**src/rtl/fifo_uart_tx_pkg.sv**
```systemverilog
// Shared definitions for the FIFO-fed UART transmitter: FSM state type and
// framing/baud constants.
package fifo_uart_tx_pkg;

  typedef enum logic [2:0] {
    ST_IDLE  = 3'd0,
    ST_POP   = 3'd1,
    ST_LATCH = 3'd2,
    ST_START = 3'd3,
    ST_DATA  = 3'd4,
    ST_STOP  = 3'd5
  } state_e;

  localparam int unsigned CLKS_PER_BIT_115200 = 868;
  localparam int unsigned DATA_BITS           = 8;
  localparam int unsigned FRAME_BITS          = 10;

endpackage

```
**src/rtl/fifo_uart_tx_baud_gen.sv**
```systemverilog
// Bit-period counter: counts 0..CLKS_PER_BIT-1 and flags the terminal count,
// so every bit is exactly CLKS_PER_BIT cycles long.
module uart_baud_gen #(
  parameter int unsigned CLKS_PER_BIT = 868
) (
  input  logic clk,
  input  logic rst,
  input  logic clear,
  output logic tick
);

  localparam int unsigned CW = (CLKS_PER_BIT > 1) ? $clog2(CLKS_PER_BIT) : 1;
  localparam logic [CW-1:0] TERM = CW'(CLKS_PER_BIT - 1);

  if (CLKS_PER_BIT < 2) begin : g_cpb_chk
    $error("uart_baud_gen: CLKS_PER_BIT must be >= 2");
  end

  logic [CW-1:0] cnt_q, cnt_d;

  always_comb begin
    tick  = (cnt_q == TERM);
    cnt_d = (clear || tick) ? '0 : cnt_q + CW'(1);
  end

  always_ff @(posedge clk) begin
    if (rst) begin
      cnt_q <= '0;
    end else begin
      cnt_q <= cnt_d;
    end
  end

endmodule

```
**src/rtl/fifo_uart_tx.sv**
```systemverilog
// Pops bytes from a registered-read FIFO and sends each as a UART 8N1 frame,
// LSB first. All outputs are registered.
module fifo_uart_tx
  import fifo_uart_tx_pkg::*;
#(
  parameter int unsigned N            = 8,
  parameter int unsigned CLKS_PER_BIT = CLKS_PER_BIT_115200
) (
  input  logic         clk,
  input  logic         rst,
  input  logic         en,
  input  logic         fifo_empty,
  input  logic [N-1:0] fifo_dout,
  output logic         fifo_pop,
  output logic         tx,
  output logic         busy,
  output logic         tx_done
);

  localparam int unsigned BW = $clog2(N);
  localparam logic [BW-1:0] LAST_BIT = BW'(N - 1);

  if (N != DATA_BITS) begin : g_n_chk
    $error("fifo_uart_tx: N must be 8 for 8N1 framing");
  end

  state_e         state_q, state_d;
  logic [N-1:0]   shift_q, shift_d;
  logic [BW-1:0]  bit_q, bit_d;
  logic           tx_q, tx_d;
  logic           pop_q, pop_d;
  logic           busy_q, busy_d;
  logic           done_q, done_d;
  logic           baud_clr;
  logic           tick;

  uart_baud_gen #(
    .CLKS_PER_BIT(CLKS_PER_BIT)
  ) u_baud (
    .clk  (clk),
    .rst  (rst),
    .clear(baud_clr),
    .tick (tick)
  );

  always_comb begin
    state_d  = state_q;
    shift_d  = shift_q;
    bit_d    = bit_q;
    baud_clr = 1'b0;
    case (state_q)
      ST_IDLE:  if (en && !fifo_empty) state_d = ST_POP;
      ST_POP:   state_d = ST_LATCH;
      ST_LATCH: begin
        shift_d  = fifo_dout;
        baud_clr = 1'b1;
        state_d  = ST_START;
      end
      ST_START: if (tick) begin
        bit_d   = '0;
        state_d = ST_DATA;
      end
      ST_DATA:  if (tick) begin
        shift_d = shift_q >> 1;
        bit_d   = bit_q + BW'(1);
        if (bit_q == LAST_BIT) state_d = ST_STOP;
      end
      ST_STOP:  if (tick) state_d = ST_IDLE;
      default:  state_d = ST_IDLE;
    endcase

    // Outputs are decoded from the next state and registered, so they line up
    // cycle-for-cycle with state_q while staying glitch-free.
    tx_d = 1'b1;
    if (state_d == ST_START)     tx_d = 1'b0;
    else if (state_d == ST_DATA) tx_d = shift_d[0];
    pop_d  = (state_d == ST_POP);
    busy_d = (state_d != ST_IDLE);
    done_d = (state_q == ST_STOP) && (state_d == ST_IDLE);
  end

  always_ff @(posedge clk) begin
    if (rst) begin
      state_q <= ST_IDLE;
      shift_q <= '0;
      bit_q   <= '0;
      tx_q    <= 1'b1;
      pop_q   <= 1'b0;
      busy_q  <= 1'b0;
      done_q  <= 1'b0;
    end else begin
      state_q <= state_d;
      shift_q <= shift_d;
      bit_q   <= bit_d;
      tx_q    <= tx_d;
      pop_q   <= pop_d;
      busy_q  <= busy_d;
      done_q  <= done_d;
    end
  end

  assign tx       = tx_q;
  assign fifo_pop = pop_q;
  assign busy     = busy_q;
  assign tx_done  = done_q;

endmodule

```
**config.mk**
```make
export PLATFORM = sky130hd
export DESIGN_NAME = fifo_uart_tx
export DESIGN_NICKNAME = d
export VERILOG_FILES = /design/src/rtl/fifo_uart_tx_pkg.sv /design/src/rtl/fifo_uart_tx_baud_gen.sv /design/src/rtl/fifo_uart_tx.sv
export SDC_FILE = /design/constraint.sdc
export NUM_CORES = 1
export LEC_CHECK = 0
export ABC_AREA = 1
export CAP_MARGIN = 15
export CORE_AREA = 10 10 63 65
export DETAILED_ROUTE_END_ITERATION = 12
export DIE_AREA = 0 0 73 75
export MAX_ROUTING_LAYER = met4
export PLACE_DENSITY = 0.71
export SYNTH_ARGS = -nofsm -noshare
export SYNTH_HDL_FRONTEND = slang
export SYNTH_SLANG_ARGS = --single-unit
```
**constraint.sdc**
```tcl
create_clock -name clk -period 4.57 [get_ports clk]
set_clock_uncertainty 0.1 [all_clocks]
set_input_delay 0.914 -clock clk [delete_from_list [all_inputs] [get_ports clk]]
set_output_delay 0.914 -clock clk [all_outputs]
set_load 0.02 [all_outputs]
```
# Word-level counts from Yosys, hierarchy flattened
# Cells that the tools add are included.
# Widths: inputs -> output; s select.
[word_totals]
register_bits = 28
latch_bits = 0
mem_bits_rw = 0
rom_bits = 0
out_inout_bits = 4
elab_cells = 49
n_memories = 0
[classes]
add_sub_neg = 2
multipliers = 0
div_mod_pow = 0
n_lt_le_gt_ge = 0
n_eq_ne = 12
n_shift = 0
muxes = 14
bitwise_logic = 0
n_reduce_logical = 12
[ops]
columns = ["operator", "count"]
rows = [
  ["$mux 3", 7],
  ["$pmux 3 s6", 1],
  ["$pmux 8 s2", 1],
  ["$eq 3x3->1 const B", 4],
  ["$add 10x1->10 const B", 1],
  ["$eq 10x10->1 const B", 1],
  ["$eq 3x2->1 const B", 3],
  ["$mux 8", 1],
  ["$eq 3x1->1 const B", 2],
  ["$logic_not 3->1", 2],
  ["$pmux 3 s2", 1],
  ["$ne 2x2->1 const B", 2],
  ["$reduce_bool 2->1", 2],
  ["$add 3x1->3 const B", 1],
  ["$mux 1", 3],
  ["$reduce_and 3->1", 1],
  ["$reduce_bool 3->1", 1],
  ["$logic_and 1x1->1", 2],
  ["$reduce_and 2->1", 1],
  ["$reduce_or 2->1", 1],
  ["$logic_not 1->1", 1],
  ["$logic_or 1x1->1", 1],
]

# Logic depth before layout (Yosys ltp)
[depth]
depth_word = 7
mapped_depth = 11
mapped_depth_nobuf = 11

# Modules after synthesis
# From an unflattened synthesis, not the netlist that was laid out.
[unflattened]
hier_cells = 176
area_unflattened_um2 = 1301.2
[modules_own_cells]
columns = ["module", "n_inst", "cells_each", "area_per_inst_um2", "seq_area_each_um2"]
rows = [
  ["fifo_uart_tx", 1, 113, 813.3, 360.3],
  ["uart_baud_gen", 1, 63, 488.0, 200.2],
]

# Least setup slack after synthesis
# No wires, ideal clock.
[synth_timing]
path_type = "input to register"
startpoint = "input rst"
endpoint = "register pop_q (netlist: fifo_pop)"
arrival_time_ps = 1518
required_ps = 4342
path_slack_ps = 2825
path_stages = 3
path_buffers = 2
path_cell_list = "clkbuf_1 -> clkbuf_1 -> nor2_1"
[synth_rtl]
columns = ["element", "line_no", "rtl"]
rows = [
  ["start, declared", "fifo_uart_tx.sv:10", "input logic rst,"],
  ["end signal, assigned", "fifo_uart_tx.sv:96", "pop_q <= pop_d;"],
  ["end, declared", "fifo_uart_tx.sv:31", "logic pop_q, pop_d;"],
]
# No word-level cell between the ends.

# Final worst setup path
[layout_timing]
startpoint = "register pop_q (netlist: fifo_pop)"
endpoint = "output fifo_pop"
[layout_rtl]
columns = ["element", "line_no", "rtl"]
rows = [
  ["end, declared", "fifo_uart_tx.sv:14", "output logic fifo_pop,"],
]
# No word-level cell between the ends.

==> flow_metrics.env <==
export IMPL_status="completed"
export IMPL_final_fill_count=262
export IMPL_cts_setup_buffers=0
export IMPL_fin_crit_ns=2.28
export IMPL_die_w_um=73
export IMPL_crit_type="register to output pin"
export IMPL_fin_nets=215
export IMPL_yosysTopAreaCellShare=0.417
export IMPL_globalplace_congestion=0.812
export IMPL_final_cells=230
export IMPL_path_cells="clkdlybuf4s50_1"
export IMPL_holdPathEnd="u_baud.cnt_q[0]"
export IMPL_power_leakage_uw=0.000657
export IMPL_max_slew_margin=0.592
export IMPL_syn_mean_instance_area_um2=7.38
export IMPL_first_pass_iters=5
export IMPL_dp_cells=226
export IMPL_fin_setup_tns_ns=0
export IMPL_final_max_slew_viol_count=0
export IMPL_synthTopCellsByCount="47 x nand2_1, 28 x dfxtp_1, 18 x inv_1, 18 x nor2_1, 11 x a21oi_1"
export IMPL_max_slew_worst_pin_slew_ns=0.610
export IMPL_rsz0062_at_grt="no"
export IMPL_insertion_delay_ns=0.33
export IMPL_post_drt_wl_per_cell_um=11.6
export IMPL_wl_met1_mm=1.29
export IMPL_dp_hpwl_mm=2.10
export IMPL_dp_slack_ns=2.10
export IMPL_hold_violations=0
export IMPL_grt_pass1_wl_mm=4.80
export IMPL_drive_above_1_share=0.146
export IMPL_grt_ovfl_total=0
export IMPL_initial_utilization=0.496
export IMPL_syn_nets=197
export IMPL_syn_to_final_growth_pct=17.4
export IMPL_netlist_cell_type_count=26
export IMPL_core_um2=2710
export IMPL_finalSetupViolations=0
export IMPL_min_delay_start="u_baud.cnt_q[0]"
export IMPL_required_ns=3.56
export IMPL_antenna_cells=0
export IMPL_antenna_found_initial=0
export IMPL_die_h_um=75
export IMPL_finish_utilization=0.582
export IMPL_hold_depth=1
export IMPL_fmax_mhz=439
export IMPL_htree_levels=1
export IMPL_peakVddDrop_v=0.000186
export IMPL_syn_area_um2=1340
export IMPL_synth_seq_cells=28
export IMPL_reg2reg_depth=10
export IMPL_wirelength_mm=2.66
export IMPL_wl_met2_mm=1.20
export IMPL_drv_cap=0
export IMPL_synth_area_top_cells="dfxtp_1 42%, nand2_1 13%, inv_1 5.0%, nor2_1 5.0%, a21oi_1 4.1%"
export IMPL_fin_ws_ns=2.29
export IMPL_synth_seq_area_share=0.417
export IMPL_cp_top_family="buffers and inverters"
export IMPL_async_reset_ff_frac=0
export IMPL_cts_resized_gates=0
export IMPL_wl_met3_um=119
export IMPL_reg2reg_from="u_baud.cnt_q[0]"
export IMPL_powerDensity_nw_per_um2=305
export IMPL_die_area_um2=5480
export IMPL_grt_pass1_vias=1154
export IMPL_clockRootBuffer="clkbuf_4"
export IMPL_hold_path_class="register to register"
export IMPL_routed_top_layer="met4"
export IMPL_cts_buffer_depth=2
export IMPL_end_kind="output pin"
export IMPL_cts_tree="yes"
export IMPL_critPathBufInv=1
export IMPL_worstPathArrival_ns=1.26
export IMPL_io_pins=16
export IMPL_synth_edf_count=0
export IMPL_io_buffer_count=15
export IMPL_vias=1182
export IMPL_start_kind="register"
export IMPL_fin_crit_sh=0.498
export IMPL_vias_per_cell=5.14
export IMPL_worst_path_max_fanout=1
export IMPL_drtAntennaViolNets=0
export IMPL_ys_flop_type="dfxtp_1"
export IMPL_synth_top_cell_by_area="dfxtp_1"
export IMPL_drt_iter0_drc=54
export IMPL_cts_clk_slew_worst_paths_ns=0.15
export IMPL_cts_inserted_buffers=3
export IMPL_post_route_drc_count=0
export IMPL_cp_slowest_cell="clkdlybuf4s50_1"
export IMPL_cts_sinks=28
export IMPL_max_stage_delay_ns=0.60
export IMPL_syn_inst=182
export IMPL_worst_r2r_endpoint="tx"
export IMPL_ctsHoldBuffers=0
export IMPL_fp_row_count=19
export IMPL_grt_total_usage=0.109
export IMPL_yosysMostFrequentCell="nand2_1"
export IMPL_regToRegSetupSlack_ns=2.93
export IMPL_grt_max_degree=17
export IMPL_ys_warn_count=0
how the worst max path moves through the flow:
stage	startpoint	endpoint	slack, ns	cells past startpoint
after global placement	rst	u_baud.cnt_q[6]	2.14	4
after detailed placement	rst	u_baud.cnt_q[5]	2.10	4
after CTS	tx	tx	2.27	1
after global routing	fifo_pop	fifo_pop	2.23	1
after floorplan	rst	fifo_pop	2.82	3
final	fifo_pop	fifo_pop	2.29	1
per-stage QoR:
stage | cell area (µm²) | total power (µW) | hold WS, ns
finish | 1580 | 481 | 0.359
global route | 1580 | 501 | 0.378
CTS | 1580 | 486 | 0.362
detailed placement | 1530 | 325 | 0.336
global placement | 1530 | 322 | 0.328
floorplan | 1340 | 303 | 0.318
where the power goes:
group | switching (µW) | internal (µW) | total (µW)
registers | 5.99 | 254 | 260
clock network | 73.1 | 88.7 | 162
logic | 33.1 | 25.8 | 58.9
total | 112 | 369 | 481
kinds of logic (layout without fill, tap and decap cells):
group | Yosys count | after routing | share of synthesized area
compound gates | 24 | 24 | 0.101
fa+ha+maj | 3 | 3 | 0.0279
buf+inv | 27 | 44 | 0.0754
flops | 28 | 28 | 0.417
simple gates | 100 | 100 | 0.378
final cells by class:
cell class / instances / area (µm²) / share of cell area
clock buffers: 3 / 22.5 / 0.0143
flip-flops and latches: 28 / 561 / 0.355
inverters: 25 / 93.8 / 0.0595
well taps: 31 / 38.8 / 0.0246
clock inverters: 1 / 30.0 / 0.0190
repair buffers: 15 / 150 / 0.0952
multi-input cells: 127 / 682 / 0.432
per-layer routing:
layer,track usage,vias up
li1,-,625
met5,-,-
met3,0.0184,6
met1,0.128,517
met2,0.176,34
met4,0.0570,0
registers in the layout (all words and copies together), names as in the netlist:
name          cells
bit_q             3
busy              1
fifo_pop          1
shift_q           8
state_q           3
tx                1
tx_done           1
u_baud.cnt_q     10
placed cells by master, fill, tap and decap left out, types with 4 or more instances in the layout:
cell type	instances
nor2_2	4
a21oi_1	11
nand2_1	47
nand4_1	4
inv_1	18
a31oi_1	5
inv_2	6
clkdlybuf4s50_1	15
dfxtp_1	28
nand2_2	6
nor2_1	18
nand3_1	7
Power figures use the tool's default switching activity.
